File: src/rtl/lcd_host_seq_pkg.sv
// ----------------------------------------------------------------------------
// lcd_pkg
//   Shared definitions for the LCD host sequencer: controller command codes,
//   image geometry, datapath widths, the sequencer FSM encoding and the
//   checksum helper.
// ----------------------------------------------------------------------------
package lcd_pkg;

  // Controller command codes
  localparam logic [2:0] CMD_WRITE    = 3'd0;
  localparam logic [2:0] CMD_UP       = 3'd1;
  localparam logic [2:0] CMD_DOWN     = 3'd2;
  localparam logic [2:0] CMD_LEFT     = 3'd3;
  localparam logic [2:0] CMD_RIGHT    = 3'd4;
  localparam logic [2:0] CMD_AVERAGE  = 3'd5;
  localparam logic [2:0] CMD_MIRROR_X = 3'd6;
  localparam logic [2:0] CMD_MIRROR_Y = 3'd7;

  // Image geometry: 8x8 pixels, one byte each
  localparam int IMG_W      = 8;
  localparam int IMG_H      = 8;
  localparam int IMG_PIXELS = IMG_W * IMG_H;
  localparam int ADDR_W     = $clog2(IMG_PIXELS);

  // Datapath widths
  localparam int CMD_W  = 3;
  localparam int DATA_W = 8;
  localparam int CHK_W  = 14;
  localparam int TMO_W  = 10;

  typedef enum logic [2:0] {
    ST_IDLE,
    ST_WAIT_RDY,
    ST_ISSUE,
    ST_GUARD,
    ST_WAIT_BUSY,
    ST_CAPTURE,
    ST_FIN
  } state_e;

  // Running checksum: byte added into a CHK_W-bit accumulator, wrapping.
  function automatic logic [CHK_W-1:0] chk_add(input logic [CHK_W-1:0] acc,
                                               input logic [DATA_W-1:0] data);
    return acc + CHK_W'(data);
  endfunction

endpackage

File: src/rtl/lcd_host_seq_if.sv
// ----------------------------------------------------------------------------
// lcd_host_seq_if
//   Host <-> LCD controller signals: the command handshake and the IRB
//   image-write port.
//   master : host side   (drives cmd/cmd_valid, receives busy/done/IRB_*)
//   slave  : controller  (the reverse)
// ----------------------------------------------------------------------------
interface lcd_host_seq_if;
  import lcd_pkg::*;

  logic [CMD_W-1:0]  cmd;        // command code
  logic              cmd_valid;  // one-cycle command strobe
  logic              busy;       // controller busy
  logic              done;       // controller finished writing the image
  logic              IRB_RW;     // IRB write strobe, active low
  logic [DATA_W-1:0] IRB_D;      // IRB write data
  logic [ADDR_W-1:0] IRB_A;      // IRB write address

  modport master (
    output cmd, cmd_valid,
    input  busy, done, IRB_RW, IRB_D, IRB_A
  );

  modport slave (
    input  cmd, cmd_valid,
    output busy, done, IRB_RW, IRB_D, IRB_A
  );

endinterface

File: src/rtl/lcd_cmd_fifo.sv
// ----------------------------------------------------------------------------
// lcd_cmd_fifo
//   Synchronous FIFO of 3-bit command codes, DEPTH entries (power of 2).
//   Pushes while full and pops while empty are ignored. The head entry is
//   presented combinationally on dout_o.
//   Ports:
//     clk, rst          clock, asynchronous active-high reset
//     push_i, din_i     write request and data
//     pop_i, dout_o     read request and head-of-queue data
//     full_o, empty_o   status
//     count_o           current occupancy, 0..DEPTH
// ----------------------------------------------------------------------------
module lcd_cmd_fifo #(
  parameter int DEPTH = 16
) (
  input  logic                   clk,
  input  logic                   rst,
  input  logic                   push_i,
  input  logic [2:0]             din_i,
  input  logic                   pop_i,
  output logic [2:0]             dout_o,
  output logic                   full_o,
  output logic                   empty_o,
  output logic [$clog2(DEPTH):0] count_o
);

  localparam int AW = $clog2(DEPTH);
  localparam int CW = AW + 1;

  logic [2:0]    mem [DEPTH];
  logic [AW-1:0] wr_ptr_q, wr_ptr_d;
  logic [AW-1:0] rd_ptr_q, rd_ptr_d;
  logic [CW-1:0] count_q, count_d;
  logic          push_ok, pop_ok;

  assign full_o  = (count_q == CW'(DEPTH));
  assign empty_o = (count_q == '0);
  assign count_o = count_q;
  assign dout_o  = mem[rd_ptr_q];

  assign push_ok = push_i && !full_o;
  assign pop_ok  = pop_i  && !empty_o;

  // Pointers wrap naturally because DEPTH is a power of 2.
  always_comb begin
    wr_ptr_d = wr_ptr_q + AW'(push_ok);
    rd_ptr_d = rd_ptr_q + AW'(pop_ok);
    count_d  = count_q + CW'(push_ok) - CW'(pop_ok);
  end

  // NOTE: sequential state uses non-blocking assignments so every register
  // samples the pre-edge values, independent of statement order.
  always_ff @(posedge clk or posedge rst) begin
    if (rst) begin
      wr_ptr_q <= '0;
      rd_ptr_q <= '0;
      count_q  <= '0;
    end else begin
      wr_ptr_q <= wr_ptr_d;
      rd_ptr_q <= rd_ptr_d;
      count_q  <= count_d;
    end
  end

  // NOTE: storage is deliberately left out of reset; the pointers and count
  // define which entries are valid, so clearing the array buys nothing.
  always_ff @(posedge clk) begin
    if (push_ok) mem[wr_ptr_q] <= din_i;
  end

endmodule

File: src/rtl/lcd_host_seq.sv
// ----------------------------------------------------------------------------
// lcd_host_seq
//   Host-side initiator for the LCD controller. Buffers a command script,
//   issues it over the cmd/cmd_valid/busy handshake (auto-appending a final
//   write), then captures the 64-byte image written over IRB into a local
//   frame buffer while accumulating a checksum.
//   Ports:
//     clk, reset            clock, asynchronous active-high reset
//     q_wr, q_cmd           push a command code into the script queue
//     start                 one-cycle pulse, begins issuing (IDLE only)
//     bus (master)          cmd/cmd_valid/busy/done and IRB write port
//     rd_addr, rd_data      frame buffer read, registered, 1-cycle latency
//     frame_valid           image fully captured (held until reset)
//     checksum              sum of captured IRB bytes, mod 2^14
//     q_full                script queue full
//     error                 sticky: queue overflow, timeout, stray IRB write
// ----------------------------------------------------------------------------
module lcd_host_seq
  import lcd_pkg::*;
#(
  parameter int QDEPTH  = 16,
  parameter int TIMEOUT = 1023
) (
  input  logic               clk,
  input  logic               reset,
  input  logic               q_wr,
  input  logic [CMD_W-1:0]   q_cmd,
  input  logic               start,
  lcd_host_seq_if.master     bus,
  input  logic [ADDR_W-1:0]  rd_addr,
  output logic [DATA_W-1:0]  rd_data,
  output logic               frame_valid,
  output logic [CHK_W-1:0]   checksum,
  output logic               q_full,
  output logic               error
);

  localparam int QCW = $clog2(QDEPTH) + 1;

  state_e            state_q, state_d;
  logic [CMD_W-1:0]  cmd_q, cmd_d;
  logic [TMO_W-1:0]  tmo_q, tmo_d;
  logic [CHK_W-1:0]  chk_q, chk_d;
  logic              err_q, err_d;
  logic [DATA_W-1:0] rd_data_q;

  logic              fifo_pop;
  logic [CMD_W-1:0]  fifo_head;
  logic              fifo_full, fifo_empty;
  logic [QCW-1:0]    fifo_count;

  logic              irb_wr;
  logic              tmo_hit;
  logic              fb_we;
  logic [DATA_W-1:0] fb_mem [IMG_PIXELS];

  lcd_cmd_fifo #(.DEPTH(QDEPTH)) u_fifo (
    .clk     (clk),
    .rst     (reset),
    .push_i  (q_wr),
    .din_i   (q_cmd),
    .pop_i   (fifo_pop),
    .dout_o  (fifo_head),
    .full_o  (fifo_full),
    .empty_o (fifo_empty),
    .count_o (fifo_count)
  );

  assign irb_wr  = !bus.IRB_RW;
  assign tmo_hit = (tmo_q == TMO_W'(TIMEOUT));

  // ---------------------------------------------------------------------------
  // Next-state and datapath logic
  // ---------------------------------------------------------------------------
  // NOTE: every signal written here gets a default first, so no path through
  // the case statement can leave one unassigned and infer a latch.
  always_comb begin
    state_d  = state_q;
    cmd_d    = cmd_q;
    tmo_d    = tmo_q;
    chk_d    = chk_q;
    err_d    = err_q;
    fifo_pop = 1'b0;
    fb_we    = 1'b0;

    // Overflowing push: the FIFO drops the entry, we flag it.
    if (q_wr && fifo_full) err_d = 1'b1;

    // The controller must only write the image while we are capturing.
    if (irb_wr && (state_q != ST_CAPTURE)) err_d = 1'b1;

    unique case (state_q)
      ST_IDLE: begin
        if (start) state_d = ST_WAIT_RDY;
      end

      // Also absorbs the controller's initial image load after reset.
      ST_WAIT_RDY: begin
        if (!bus.busy) begin
          if (!fifo_empty) begin
            cmd_d    = fifo_head;
            fifo_pop = 1'b1;
          end else begin
            cmd_d = CMD_WRITE;
          end
          state_d = ST_ISSUE;
        end
      end

      ST_ISSUE: begin
        tmo_d   = '0;
        state_d = (cmd_q == CMD_WRITE) ? ST_CAPTURE : ST_GUARD;
      end

      // The controller raises busy one cycle after sampling cmd_valid, so
      // busy is not trusted here.
      ST_GUARD: begin
        state_d = ST_WAIT_BUSY;
      end

      ST_WAIT_BUSY: begin
        if (!bus.busy) begin
          state_d = ST_WAIT_RDY;
        end else if (tmo_hit) begin
          err_d   = 1'b1;
          state_d = ST_FIN;
        end else if (tmo_q != '1) begin
          tmo_d = tmo_q + 1'b1;
        end
      end

      // A write in the same cycle as done is still captured.
      ST_CAPTURE: begin
        if (irb_wr) begin
          fb_we = 1'b1;
          chk_d = chk_add(chk_q, bus.IRB_D);
        end
        if (bus.done) begin
          state_d = ST_FIN;
        end else if (tmo_hit) begin
          err_d   = 1'b1;
          state_d = ST_FIN;
        end else if (tmo_q != '1) begin
          tmo_d = tmo_q + 1'b1;
        end
      end

      ST_FIN: begin
        state_d = ST_FIN;
      end

      default: begin
        state_d = ST_IDLE;
      end
    endcase
  end

  // ---------------------------------------------------------------------------
  // State registers
  // ---------------------------------------------------------------------------
  always_ff @(posedge clk or posedge reset) begin
    if (reset) begin
      state_q <= ST_IDLE;
      cmd_q   <= CMD_WRITE;
      tmo_q   <= '0;
      chk_q   <= '0;
      err_q   <= 1'b0;
    end else begin
      state_q <= state_d;
      cmd_q   <= cmd_d;
      tmo_q   <= tmo_d;
      chk_q   <= chk_d;
      err_q   <= err_d;
    end
  end

  // ---------------------------------------------------------------------------
  // Frame buffer: captured image survives reset; read port is registered.
  // ---------------------------------------------------------------------------
  always_ff @(posedge clk) begin
    if (fb_we) fb_mem[bus.IRB_A] <= bus.IRB_D;
  end

  always_ff @(posedge clk or posedge reset) begin
    if (reset) rd_data_q <= '0;
    else       rd_data_q <= fb_mem[rd_addr];
  end

  // ---------------------------------------------------------------------------
  // Outputs
  // ---------------------------------------------------------------------------
  // cmd_valid decodes a registered state, so it is a clean single-cycle pulse
  // and ISSUE is only reached from WAIT_RDY after busy was seen low.
  assign bus.cmd       = cmd_q;
  assign bus.cmd_valid = (state_q == ST_ISSUE);
  assign rd_data       = rd_data_q;
  assign frame_valid   = (state_q == ST_FIN);
  assign checksum      = chk_q;
  assign error         = err_q;
  // Full is reported from the occupancy count; overflow detection above uses
  // the FIFO's own full flag, which is the same condition.
  assign q_full        = (fifo_count == QCW'(QDEPTH));

endmodule

File: src/flat_wrapper.sv
// flat-port wrapper written by rule: the top's interface ports become plain ports
module lcd_host_seq_flat import lcd_pkg::*;
#(
  parameter int QDEPTH  = 16,
  parameter int TIMEOUT = 1023
)
  (clk, reset, q_wr, q_cmd, start, rd_addr, rd_data, frame_valid, checksum, q_full, error, bus_cmd, bus_cmd_valid, bus_busy, bus_done, bus_IRB_RW, bus_IRB_D, bus_IRB_A);
  lcd_host_seq_if bus_i ();
  input  logic clk;
  input  logic reset;
  input  logic q_wr;
  input  logic [CMD_W-1:0] q_cmd;
  input  logic start;
  input  logic [ADDR_W-1:0] rd_addr;
  output logic [DATA_W-1:0] rd_data;
  output logic frame_valid;
  output logic [CHK_W-1:0] checksum;
  output logic q_full;
  output logic error;
  output wire logic [$bits(bus_i.cmd)-1:0] bus_cmd;
  output wire logic [$bits(bus_i.cmd_valid)-1:0] bus_cmd_valid;
  input wire logic [$bits(bus_i.busy)-1:0] bus_busy;
  input wire logic [$bits(bus_i.done)-1:0] bus_done;
  input wire logic [$bits(bus_i.IRB_RW)-1:0] bus_IRB_RW;
  input wire logic [$bits(bus_i.IRB_D)-1:0] bus_IRB_D;
  input wire logic [$bits(bus_i.IRB_A)-1:0] bus_IRB_A;
  assign bus_cmd = bus_i.cmd;
  assign bus_cmd_valid = bus_i.cmd_valid;
  assign bus_i.busy = bus_busy;
  assign bus_i.done = bus_done;
  assign bus_i.IRB_RW = bus_IRB_RW;
  assign bus_i.IRB_D = bus_IRB_D;
  assign bus_i.IRB_A = bus_IRB_A;
  lcd_host_seq #(.QDEPTH(QDEPTH), .TIMEOUT(TIMEOUT)) u_core (.clk(clk), .reset(reset), .q_wr(q_wr), .q_cmd(q_cmd), .start(start), .bus(bus_i), .rd_addr(rd_addr), .rd_data(rd_data), .frame_valid(frame_valid), .checksum(checksum), .q_full(q_full), .error(error));
endmodule
File: config.mk
export PLATFORM = sky130hd
export DESIGN_NAME = lcd_host_seq_flat
export DESIGN_NICKNAME = d
export VERILOG_FILES = /design/src/rtl/lcd_host_seq_pkg.sv /design/src/rtl/lcd_host_seq_if.sv /design/src/rtl/lcd_cmd_fifo.sv /design/src/rtl/lcd_host_seq.sv /design/src/flat_wrapper.sv
export SDC_FILE = /design/constraint.sdc
export NUM_CORES = 1
export LEC_CHECK = 0
export BUFFER_PORTS_ARGS = -buffer_cell sky130_fd_sc_hd__buf_2
export CAP_MARGIN = 10
export CELL_PAD_IN_SITES_DETAIL_PLACEMENT = 0
export CELL_PAD_IN_SITES_GLOBAL_PLACEMENT = 1
export CORE_UTILIZATION = 48
export DETAILED_ROUTE_END_ITERATION = 7
export GPL_TIMING_DRIVEN = 0
export PLACE_DENSITY = 0.8
export REMOVE_ABC_BUFFERS = 1
export SLEW_MARGIN = 20
export SYNTH_ARGS = -nofsm -noshare
export SYNTH_HDL_FRONTEND = slang
export SYNTH_HIERARCHICAL = 1
export SYNTH_SLANG_ARGS = --single-unit
File: constraint.sdc
create_clock -name clk -period 3.2 [get_ports clk]
set_input_delay 0.32 -clock clk [delete_from_list [all_inputs] [get_ports clk]]
set_output_delay 0.32 -clock clk [all_outputs]
set_load 0.005 [all_outputs]
==> results by stage <==
Yosys:
- In this run the mean area of a mapped cell was 19.1 um2.
- The number of synthesized register bits is 612.
- Counting distinct cell types in the post-synthesis netlist gives 60.
- The number of synthesized flops with an enable pin is 560.
- The number of standard cells after synthesis is 1286.
- The fraction of registers with async set/reset is 8.50%.
- The sequential share of the synthesized area is 73.7%.
- The number of warnings issued by yosys is 6.
- In this run the cell area of the synthesized design comes to 24600 um2.
- Among all flip-flop cells after synthesis, the most frequent one is sky130_fd_sc_hd__edfxtp_1.

Placed design:
- The minimum setup slack after placement is -425 ps.
- The placer congestion estimate is 0.788.
- The number of port buffers is 58.
- Detailed placement ended at an HPWL of 31200 um.
- The cell area after placement is 25500 um2.

Run status:
- The checks that failed: negative setup slack.
- The run finished, with violations left.

Clocking:
- The number of buffers created by CTS is 66.
- The TritonCTS sink count is 612.
- After clock tree synthesis, the clock-pin slew on the worst setup and hold paths is 60 ps.
- The longest clock path from root to sink contains 3 buffers.
- In this run the number of H-tree levels came out at 3.
- TritonCTS built the clock tree.
- The root buffer cell chosen for the clock tree is sky130_fd_sc_hd__clkbuf_16.
- For the worst-skew pair, the clock arrives at the later sink with an insertion delay of 600 ps.

Finish:
- From synthesis to final layout, the design area changed by 13.5%.
- The post-layout net count is 1412.
- The share of layout cells above drive strength 1 is 26.4%.
- The finished cells cover 27900 um2.
- The filler cell count in the final layout is 3771.
- The total inserted antenna cells is 0.

Power and ir drop:
- The power per standard cell area is 661 nW/um2.
- The largest vdd supply drop is 511 uV.
- For this design the static power due to leakage is 9.01 nW.

STA:
- The routed design could run at a clock period as short as 3300 ps.
- The tightest slew margin relative to the limit is 23.3%.
- Setup slack on the critical path of the routed design comes to -98.6 ps.
- Static timing analysis puts the maximum clock frequency at 303 MHz.
- Setup repair after global routing could not meet its margin everywhere.
- The max-slew violation count was 0.
- The number of failing hold endpoints at the final stage is 0.
- Setup violations remaining at the end of the flow were counted as 51.
- After layout, the worst path uses 103% of the clock period.
- At the pin with the least slew margin, the transition time is 1150 ps.
- The worst setup skew after layout is 26.5 ps.

Setup path:
- The sum of buffers and inverters on the critical path is 0.
- The launching element type of the critical path is a flop.
- The arrival time of the worst setup path is 3510 ps.
- The most frequent cell on the critical path is sky130_fd_sc_hd__nor2_2.
- The data required time at the worst endpoint is 3410 ps.
- The slowest library cell on the worst path is sky130_fd_sc_hd__nand3_1.
- For flop-to-flop paths, the worst setup slack is -100 ps.
- The maximum cell stage delay along the critical path is 810 ps.
- The worst setup path category is flop to flop.
- Traced cell by cell, the critical path runs through nand3b_1 > nor2_2 > nand3_1 > nor2_2.
- The type of destination of the critical path is a flop.
- The highest net fanout along the worst path is 13.
- Among cell families on the critical path, the largest total delay comes from simple AND/OR/NAND/NOR gates.

Global route:
- The via count of the first global-routing pass was 12600.
- The overall routing resource usage is 20.4%.
- The initial antenna violation count is 0.
- The total congestion overflow after global routing is 0.
- The largest net degree at the start of global routing is 67.
- The global-route wire length before repair is 78900 um.

Routing:
- For this run, design rule violations remaining after detail routing come to 0.
- The aggregate routed wire length is 51700 um.
- After detailed routing, the average wire length per cell comes to 24.8 um.
- In this run the remaining antenna-violating nets after routing total 0.
- The number of design-rule violations left by the first detailed-router iteration is 1103.
- After detailed routing, the number of vias per cell comes to 5.95.
- The number of iterations in the first detailed-routing pass is 5.
- The routed layout has 12400 vias.

Floorplanning:
- The floorplan core area is 50400 um2.
- The die area is 52200 um2.
- Row generation in the floorplan step produced 82 rows.
- The die boundary width is 228 um.
- The initial standard-cell utilization of the core is 48.8%.
- The height of the chip is 228 um.
- In this run the count of I/O pins placed on the die edge is 59.

Min path:
- The path class of the lowest-slack min-delay path is input pin to flop.

Flow run:
- The tool flagged a number of max-cap violations equal to 0.
[worst min-delay path, stage by stage]
cell	delay [ps]
sky130_fd_sc_hd__buf_2	130
sky130_fd_sc_hd__a221oi_1	90
sky130_fd_sc_hd__o31ai_1	70
[cells by family after synthesis]
group / after synthesis / synth area share [%]
AO/OA/AOI/OAI: 132 / 3.62
XOR/XNOR: 25 / 0.890
adder cells (fa/ha/maj): 21 / 1.13
buffers and inverters: 79 / 1.80
flip-flops: 612 / 73.7
multiplexers: 155 / 13.7
AND/OR/NAND/NOR: 262 / 5.25
[stage by stage]
stage	power, W	hold slack (ps)	std cells	setup TNS [ps]	util (%)
2_1_floorplan	0.0107	197	1227	0	-
3_3_place_gp	0.0115	395	1957	-76210	50.3
6_report	0.0185	78.1	2083	-1980	55.4
4_1_cts	0.0186	40.1	2083	-22530	55.1
5_1_grt	0.0192	79.0	2083	-20340	55.4
3_5_place_dp	0.0116	419	1963	-67590	50.7
[synth_stat cells, types with 7 or more instances]
cell	count	area [um2]
sky130_fd_sc_hd__a211oi_1	9	67.6
sky130_fd_sc_hd__a21oi_1	18	90.1
sky130_fd_sc_hd__a221oi_1	7	61.3
sky130_fd_sc_hd__a22oi_1	12	90.1
sky130_fd_sc_hd__buf_2	18	90.1
sky130_fd_sc_hd__buf_4	7	52.6
sky130_fd_sc_hd__buf_6	7	78.8
sky130_fd_sc_hd__clkbuf_1	18	67.6
sky130_fd_sc_hd__dfrtp_1	52	1300
sky130_fd_sc_hd__edfxtp_1	560	16800
sky130_fd_sc_hd__ha_1	19	238
sky130_fd_sc_hd__inv_1	20	75.1
sky130_fd_sc_hd__mux2_2	7	78.8
sky130_fd_sc_hd__mux2i_1	8	80.1
sky130_fd_sc_hd__mux4_1	13	342
sky130_fd_sc_hd__mux4_2	127	2860
sky130_fd_sc_hd__nand2_1	38	143
sky130_fd_sc_hd__nand2b_1	15	93.8
sky130_fd_sc_hd__nand3_1	19	95.1
sky130_fd_sc_hd__nand3b_1	12	90.1
sky130_fd_sc_hd__nor2_1	112	420
sky130_fd_sc_hd__nor2b_1	18	113
sky130_fd_sc_hd__nor3_1	16	80.1
sky130_fd_sc_hd__o21ai_0	20	100
sky130_fd_sc_hd__o21ai_1	18	90.1
sky130_fd_sc_hd__o221ai_1	7	61.3
sky130_fd_sc_hd__o32ai_1	9	78.8
sky130_fd_sc_hd__xnor2_1	12	105
sky130_fd_sc_hd__xor2_1	13	114
[placed cells by master (no fill, tap or decap), drive strengths merged, types with 6 or more instances in the layout]
master,count
edfxtp,560
mux4,140
nor2,115
clkbuf,81
buf,65
dfrtp,52
nand2,38
o21ai,38
clkinv,31
inv,24
ha,19
nand3,19
a21oi,18
nor2b,18
nor3,17
nand2b,16
xor2,13
a22oi,13
nand3b,12
xnor2,12
a211oi,9
o32ai,9
mux2i,8
a221oi,7
mux2,7
o221ai,7
o22ai,6
[power by group]
part	total [W]	leakage, nW	switching (W)	internal, W
Clock	0.00704	0.998	0.00301	0.00403
Combinational	0.00206	2.33	0.00115	0.000907
Sequential	0.00937	5.69	0.000352	0.00902
[final timing paths]
kind / from / endpoint / depth (start not counted)
max: u_core/state_q[0] / u_core/fb_mem[45][3] / 4
min: q_wr / u_core/error / 3
max reg2reg: u_core/state_q[0] / u_core/fb_mem[45][3] / 4
min reg2reg: u_core/checksum[13] / u_core/checksum[13] / 1
max in group asynchronous: reset / u_core/rd_data[5] / 4
min in group asynchronous: reset / u_core/u_fifo/wr_ptr_q[0] / 3
[timing repair]
action	CTS	global route
setup endpoints to repair	456	329
gates cloned	0	0
hold buffers	1	0
gates resized for setup	61	38
buffers inserted	1	0
hold endpoints to repair	36	0
pin swaps	1	0
[sequential cells by signal, indices dropped and copies added (netlist names)]
| register | flops |
|---|---|
| u_core/state_q | 3 |
| u_core/u_fifo/mem | 48 |
| u_core/bus.cmd | 3 |
| u_core/u_fifo/count_o | 5 |
| u_core/fb_mem | 512 |
| u_core/error | 1 |
| u_core/tmo_q | 10 |
| u_core/u_fifo/wr_ptr_q | 4 |
| u_core/checksum | 14 |
| u_core/u_fifo/rd_ptr_q | 4 |
| u_core/rd_data | 8 |
[metal layers]
metal / routed length, um / up-vias / GRT usage (%)
met5: 0 / - / 0
met4: 1150 / 0 / 6.50
met3: 3370 / 84 / 4.14
met1: 21000 / 6492 / 27.9
li1: - / 5399 / -
met2: 26200 / 422 / 33.2
[final cells by class]
cell class | instances | area [um2] | area share [%]
flip-flops and latches | 612 | 18100 | 64.9
multi-input cells | 595 | 6380 | 22.8
clock buffers | 81 | 1760 | 6.30
well taps | 672 | 841 | 3.01
repair buffers | 66 | 494 | 1.77
clock inverters | 37 | 258 | 0.923
inverters | 20 | 75.1 | 0.269
No activity file was read; power rests on OpenSTA's default activity.
